## src/rtl/pm_pkg.sv

```systemverilog
// pm_pkg: shared sizes and types for the program-memory page loader.
// Page/offset widths, word width and the fill FSM state encoding.
package pm_pkg;

  localparam int PAGE_BITS   = 3;
  localparam int OFFSET_BITS = 5;
  localparam int DATA_W      = 8;
  localparam int ADDR_W      = PAGE_BITS + OFFSET_BITS;
  localparam int DEPTH       = 2 ** OFFSET_BITS;

  typedef logic [PAGE_BITS-1:0]   page_t;
  typedef logic [OFFSET_BITS-1:0] offset_t;

  typedef enum logic {
    S_READY,
    S_FILL
  } pm_fill_state_t;

endpackage

```

## src/rtl/pm_page_buf.sv

```systemverilog
// pm_page_buf: one page of program memory, DEPTH x DATA_W registers.
// Ports: clk; we/waddr/wdata sync write; raddr -> rdata one cycle later.
module pm_page_buf
  import pm_pkg::*;
(
  input  logic                   clk,
  input  logic                   we,
  input  logic [OFFSET_BITS-1:0] waddr,
  input  logic [DATA_W-1:0]      wdata,
  input  logic [OFFSET_BITS-1:0] raddr,
  output logic [DATA_W-1:0]      rdata
);

  logic [DATA_W-1:0] mem [DEPTH];

  always_ff @(posedge clk) begin
    if (we) mem[waddr] <= wdata;
    rdata <= mem[raddr];
  end

endmodule

```

## src/rtl/pm_page_loader.sv

```systemverilog
// pm_page_loader: caches one program page; fills it from slow ROM on a miss.
// Ports: clk, sync_reset; pm_addr in, instr/instr_valid out; stall to the
// sequencer; mem_rd_req/mem_addr/mem_rd_valid/mem_rd_data to the ROM;
// miss_count = saturating count of page fills started.
module pm_page_loader
  import pm_pkg::*;
(
  input  logic              clk,
  input  logic              sync_reset,
  input  logic [ADDR_W-1:0] pm_addr,
  output logic [DATA_W-1:0] instr,
  output logic              instr_valid,
  output logic              stall,
  output logic              mem_rd_req,
  output logic [ADDR_W-1:0] mem_addr,
  input  logic              mem_rd_valid,
  input  logic [DATA_W-1:0] mem_rd_data,
  output logic [15:0]       miss_count
);

  pm_fill_state_t state, state_nxt;

  logic              page_valid;
  logic              outstanding;
  logic              hit_q;
  page_t             cur_page;
  page_t             fill_page;
  page_t             addr_page;
  offset_t           fill_cnt;
  offset_t           addr_off;
  logic [DATA_W-1:0] instr_q;
  logic [DATA_W-1:0] rdata;
  logic [15:0]       miss_q;
  logic              miss;
  logic              take;
  logic              last;

  assign addr_page = pm_addr[ADDR_W-1:OFFSET_BITS];
  assign addr_off  = pm_addr[OFFSET_BITS-1:0];
  assign miss      = ~page_valid | (addr_page != cur_page);

  // A return only counts while our own request is in flight.
  assign take = mem_rd_valid & outstanding;
  assign last = take & (fill_cnt == '1);

  always_ff @(posedge clk) begin
    if (sync_reset) state <= S_READY;
    else            state <= state_nxt;
  end

  always_comb begin
    state_nxt = state;
    case (state)
      S_READY: if (miss) state_nxt = S_FILL;
      S_FILL:  if (last) state_nxt = S_READY;
    endcase
  end

  always_comb begin
    stall      = (state == S_FILL) | miss;
    mem_rd_req = (state == S_FILL) & ~outstanding & ~sync_reset;
    mem_addr   = {fill_page, fill_cnt};
  end

  always_ff @(posedge clk) begin
    if (sync_reset) begin
      page_valid  <= 1'b0;
      cur_page    <= '0;
      fill_page   <= '0;
      fill_cnt    <= '0;
      outstanding <= 1'b0;
      hit_q       <= 1'b0;
      instr_q     <= '0;
      miss_q      <= '0;
    end else begin
      hit_q <= (state == S_READY) & ~miss;
      if (hit_q) instr_q <= rdata;
      if (state == S_READY && miss) begin
        fill_page  <= addr_page;
        fill_cnt   <= '0;
        page_valid <= 1'b0;
        if (miss_q != '1) miss_q <= miss_q + 16'd1;
      end
      if (mem_rd_req) outstanding <= 1'b1;
      if (take) begin
        outstanding <= 1'b0;
        fill_cnt    <= fill_cnt + offset_t'(1);
      end
      if (last) begin
        cur_page   <= fill_page;
        page_valid <= 1'b1;
      end
    end
  end

  pm_page_buf u_buf (
    .clk   (clk),
    .we    (take & ~sync_reset),
    .waddr (fill_cnt),
    .wdata (mem_rd_data),
    .raddr (addr_off),
    .rdata (rdata)
  );

  // The read register holds the word only for the cycle after a hit;
  // instr_q keeps it visible through later misses and fills.
  assign instr       = hit_q ? rdata : instr_q;
  assign instr_valid = hit_q;
  assign miss_count  = miss_q;

endmodule

```

## config.mk

```make
export PLATFORM = sky130hd
export DESIGN_NAME = pm_page_loader
export DESIGN_NICKNAME = d
export VERILOG_FILES = /design/src/rtl/pm_pkg.sv /design/src/rtl/pm_page_buf.sv /design/src/rtl/pm_page_loader.sv
export SDC_FILE = /design/constraint.sdc
export NUM_CORES = 1
export LEC_CHECK = 0
export BUFFER_PORTS_ARGS = -buffer_cell sky130_fd_sc_hd__buf_2
export CAP_MARGIN = 10
export CORE_MARGIN = 8
export CORE_UTILIZATION = 61
export CTS_CLUSTER_SIZE = 16
export DETAILED_ROUTE_END_ITERATION = 7
export PLACE_DENSITY = 0.86
export SYNTH_ARGS = -nofsm -noshare
export SYNTH_HDL_FRONTEND = slang
export SYNTH_SLANG_ARGS = --single-unit
export TNS_END_PERCENT = 5
```

## constraint.sdc

```tcl
create_clock -name clk -period 4.49 [get_ports clk]
set_clock_uncertainty 0.15 [all_clocks]
set_input_delay 0.898 -clock clk [delete_from_list [all_inputs] [get_ports clk]]
set_output_delay 0.898 -clock clk [all_outputs]
set_load 0.005 [all_outputs]
```

==> impl_metrics.xml <==
<?xml version="1.0" encoding="UTF-8"?>
<metrics>
  <group name="layout">
    <metric name="fillers" unit="">1142</metric>
    <metric name="num_antenna_cells" unit="">0</metric>
    <metric name="drive_above_1_share" unit="%">28.2</metric>
    <metric name="final_common_cell" unit="">sky130_fd_sc_hd__edfxtp_1</metric>
    <metric name="layout_common_cells" unit="">sky130_fd_sc_hd__edfxtp_1 (256), sky130_fd_sc_hd__mux4_2 (80), sky130_fd_sc_hd__buf_2 (52), sky130_fd_sc_hd__nor2_1 (50), sky130_fd_sc_hd__dfxtp_1 (47)</metric>
    <metric name="design.final.nets" unit="">711</metric>
    <metric name="area.growth.synth_to_final" unit="%">13.1</metric>
    <metric name="post_layout_nonfiller_instances" unit="">975</metric>
  </group>
  <group name="die">
    <metric name="die_w" unit="µm">155</metric>
    <metric name="floorplan.initialDensity" unit="%">61.4</metric>
    <metric name="core_area" unit="mm²">0.0192</metric>
    <metric name="ios" unit="">54</metric>
    <metric name="die_y" unit="µm">155</metric>
    <metric name="floorplan.die_area" unit="mm²">0.0240</metric>
    <metric name="fp-row-count" unit="">51</metric>
  </group>
  <group name="sta">
    <metric name="timing.fmax" unit="MHz">347</metric>
    <metric name="grt_setup_unrepaired" unit="">no</metric>
    <metric name="final_clock_period_utilization_by_the_worst_path" unit="%">64.3</metric>
    <metric name="total_setup_violations_reported_at_the_end_of_the_flow" unit="">0</metric>
    <metric name="maxSlewHeadroom" unit="%">35.0</metric>
    <metric name="drv_slew" unit="">0</metric>
    <metric name="timing_hold_violations_final" unit="">0</metric>
    <metric name="fin_setup_tns" unit="ps">0</metric>
    <metric name="tightestPinTransition" unit="ps">971</metric>
    <metric name="post-route-min-period" unit="ps">2890</metric>
  </group>
  <group name="worst_setup_path">
    <metric name="regToRegSetupSlack" unit="ps">1950</metric>
    <metric name="arrival" unit="ps">1840</metric>
    <metric name="reg2reg_depth" unit="">4</metric>
    <metric name="worst_r2r_startpoint" unit="">outstanding</metric>
    <metric name="crit_path_max_fanout" unit="">41</metric>
    <metric name="timing.critical_path.from_type" unit="">input pin</metric>
    <metric name="critical_path_rt" unit="ps">3440</metric>
    <metric name="worst_r2r_endpoint" unit="">u_buf.mem[14][2]</metric>
    <metric name="crit_end_element" unit="">output pin</metric>
    <metric name="worstSetupPathType" unit="">input pin to output pin</metric>
  </group>
  <group name="yosys">
    <metric name="syn_area_per_cell" unit="µm²">18.7</metric>
    <metric name="number_of_different_library_cells_in_the_post_synthesis_netlist" unit="">38</metric>
    <metric name="synth_area" unit="mm²">0.0118</metric>
    <metric name="yosysWarnings" unit="">0</metric>
    <metric name="synth.yosys.seq_area_share" unit="%">73.2</metric>
    <metric name="synth.net_count" unit="">655</metric>
    <metric name="synth_async_sr_flop_share" unit="%">0</metric>
    <metric name="yosys_most_used_dff" unit="">sky130_fd_sc_hd__edfxtp_1</metric>
    <metric name="synth_enable_flop_cells" unit="">256</metric>
    <metric name="post_synth_inst_count" unit="">630</metric>
    <metric name="ys_seq_elements" unit="">303</metric>
  </group>
  <group name="clocking">
    <metric name="cts_setup_buffers" unit="">0</metric>
    <metric name="cts_hold_repair.buffers" unit="">0</metric>
    <metric name="clk-insertion-delay-late" unit="ps">550</metric>
    <metric name="cts.clk_slew.worst_paths" unit="ps">60</metric>
    <metric name="resized_after_cts" unit="">0</metric>
    <metric name="cts_tree" unit="">yes</metric>
    <metric name="ctsHtreeMaxLevel" unit="">1</metric>
    <metric name="clkSinkCount" unit="">303</metric>
    <metric name="clock_path_buffers" unit="">3</metric>
    <metric name="numCtsBuffers" unit="">30</metric>
    <metric name="root_buffer" unit="">sky130_fd_sc_hd__clkbuf_16</metric>
  </group>
  <group name="placement">
    <metric name="place.detailed.hpwl" unit="mm">15.0</metric>
    <metric name="placement.io_buffers" unit="">53</metric>
    <metric name="gp_congestion" unit="">0.810</metric>
    <metric name="place.detailed.instances" unit="">919</metric>
  </group>
  <group name="flow_run">
    <metric name="max_cap_violations" unit="">0</metric>
  </group>
  <group name="route">
    <metric name="vias" unit="">6144</metric>
    <metric name="detailedRoute.firstPassIterationCount" unit="">5</metric>
    <metric name="initialDrtViolationCount" unit="">666</metric>
    <metric name="drt-total-wl" unit="mm">25.6</metric>
    <metric name="drt-vias-per-instance" unit="">6.30</metric>
    <metric name="avgRoutedWirePerCell" unit="µm">26.2</metric>
    <metric name="remaining_drc_errors" unit="">0</metric>
    <metric name="post_route_ant_nets" unit="">0</metric>
  </group>
  <group name="min_path">
    <metric name="min_from" unit="">cur_page[2]</metric>
    <metric name="hold_path_depth" unit="">2</metric>
    <metric name="holdPathEnd" unit="">cur_page[2]</metric>
    <metric name="holdCritPathClass" unit="">register to register</metric>
  </group>
  <group name="global_route">
    <metric name="global_route.overflow_total" unit="">0</metric>
    <metric name="gr_util_all_layers" unit="%">21.7</metric>
    <metric name="first_global_vias" unit="">6399</metric>
    <metric name="initial_antenna_violation_count" unit="">1</metric>
    <metric name="grt_pass1_wl" unit="mm">39.2</metric>
    <metric name="grt_max_degree" unit="">55</metric>
  </group>
  <group name="power">
    <metric name="power_density" unit="mW/mm²">443</metric>
    <metric name="power.leakage" unit="µW">0.00437</metric>
    <metric name="power.ir.vdd_worst" unit="V">0.000345</metric>
  </group>
  <group name="status">
    <metric name="status" unit="">completed</metric>
  </group>
</metrics>
how the worst max path moves through the flow:
stage,cells after the start,slack [ps],endpoint,start
after global routing,3,1550,mem_rd_req,sync_reset
after global placement,6,1240,u_buf.rdata[3],pm_addr[4]
after CTS,3,1620,mem_rd_req,sync_reset
final,3,1600,mem_rd_req,sync_reset
after detailed placement,6,1200,u_buf.rdata[1],pm_addr[4]
after floorplan,6,1700,u_buf.rdata[5],pm_addr[1]
synthesized netlist by cell type (3+ instances only):
master,count,area [µm²]
sky130_fd_sc_hd__nand3b_1,3,22.5
sky130_fd_sc_hd__edfxtp_1,256,7690
sky130_fd_sc_hd__or4_1,3,22.5
sky130_fd_sc_hd__xnor2_1,9,78.8
sky130_fd_sc_hd__nor2_1,50,188
sky130_fd_sc_hd__nor4_1,5,31.3
sky130_fd_sc_hd__inv_1,13,48.8
sky130_fd_sc_hd__a21oi_1,16,80.1
sky130_fd_sc_hd__o21ai_0,13,65.1
sky130_fd_sc_hd__nand4_1,3,18.8
sky130_fd_sc_hd__mux4_2,80,1800
sky130_fd_sc_hd__mux2_2,9,101
sky130_fd_sc_hd__nand3_1,13,65.1
sky130_fd_sc_hd__ha_1,6,75.1
sky130_fd_sc_hd__dfxtp_1,47,941
sky130_fd_sc_hd__mux2i_1,5,50.1
sky130_fd_sc_hd__buf_1,3,11.3
sky130_fd_sc_hd__nor3_1,4,20.0
sky130_fd_sc_hd__nand2_1,33,124
sky130_fd_sc_hd__or3_1,5,31.3
sky130_fd_sc_hd__clkbuf_1,18,67.6
sky130_fd_sc_hd__nor2b_1,8,50.1
sky130_fd_sc_hd__buf_2,8,40.0
cell type report:
class	count	area [µm²]	area share, %
Clock buffer	33	793	5.95
Clock inverter	23	248	1.86
Inverter	13	48.8	0.366
Multi-Input combinational cell	283	2970	22.3
Sequential cell	303	8630	64.7
Tap cell	265	332	2.49
Timing Repair Buffer	55	308	2.31
where the power goes:
part / internal, µW / leakage, µW / total, µW / switching [µW]
Sequential: 3060 / 0.00268 / 3070 / 8.88
Clock: 1520 / 0.000504 / 2600 / 1090
Combinational: 96.1 / 0.00118 / 231 / 135
cells by family after synthesis:
kind of cell / after synthesis / share of synthesized area [%]
AOI/OAI and AO/OA: 34 / 1.57
xor gates and xnor gates: 11 / 0.817
adders and majority gates: 6 / 0.637
buffers and inverters: 44 / 1.61
DFF: 303 / 73.2
muxes: 94 / 16.6
and+or+nand+nor: 138 / 5.63
layer usage:
| layer | routed length (µm) | track usage [%] |
|---|---|---|
| met1 | 10100 | 29.4 |
| met3 | 2320 | 4.58 |
| met4 | 748 | 6.81 |
| met5 | 12 | 0 |
| met2 | 12400 | 35.1 |
worst max-delay path, stage by stage:
cell and delay (ps):
sky130_fd_sc_hd__buf_2 610, sky130_fd_sc_hd__nor3_1 150, sky130_fd_sc_hd__buf_2 170
registers in the layout (all words and copies together) (netlist names):
register     count
fill_cnt         5
fill_page        3
miss_count      16
cur_page         3
instr_valid      1
outstanding      1
instr_q          8
u_buf.mem      256
u_buf.rdata      8
state            1
page_valid       1
through the flow:
stage	utilization, %	instance area, µm²	power (µW)	hold slack [ps]	setup WS (ps)
floorplan	-	11800	3270	295	1700
CTS	69.4	13300	5930	324	1620
finish	69.4	13300	5900	326	1600
detailed placement	64.0	12300	3360	316	1200
global placement	64.0	12300	3340	306	1240
global route	69.4	13300	6030	340	1550
No activity file was read; power rests on OpenSTA's default activity.
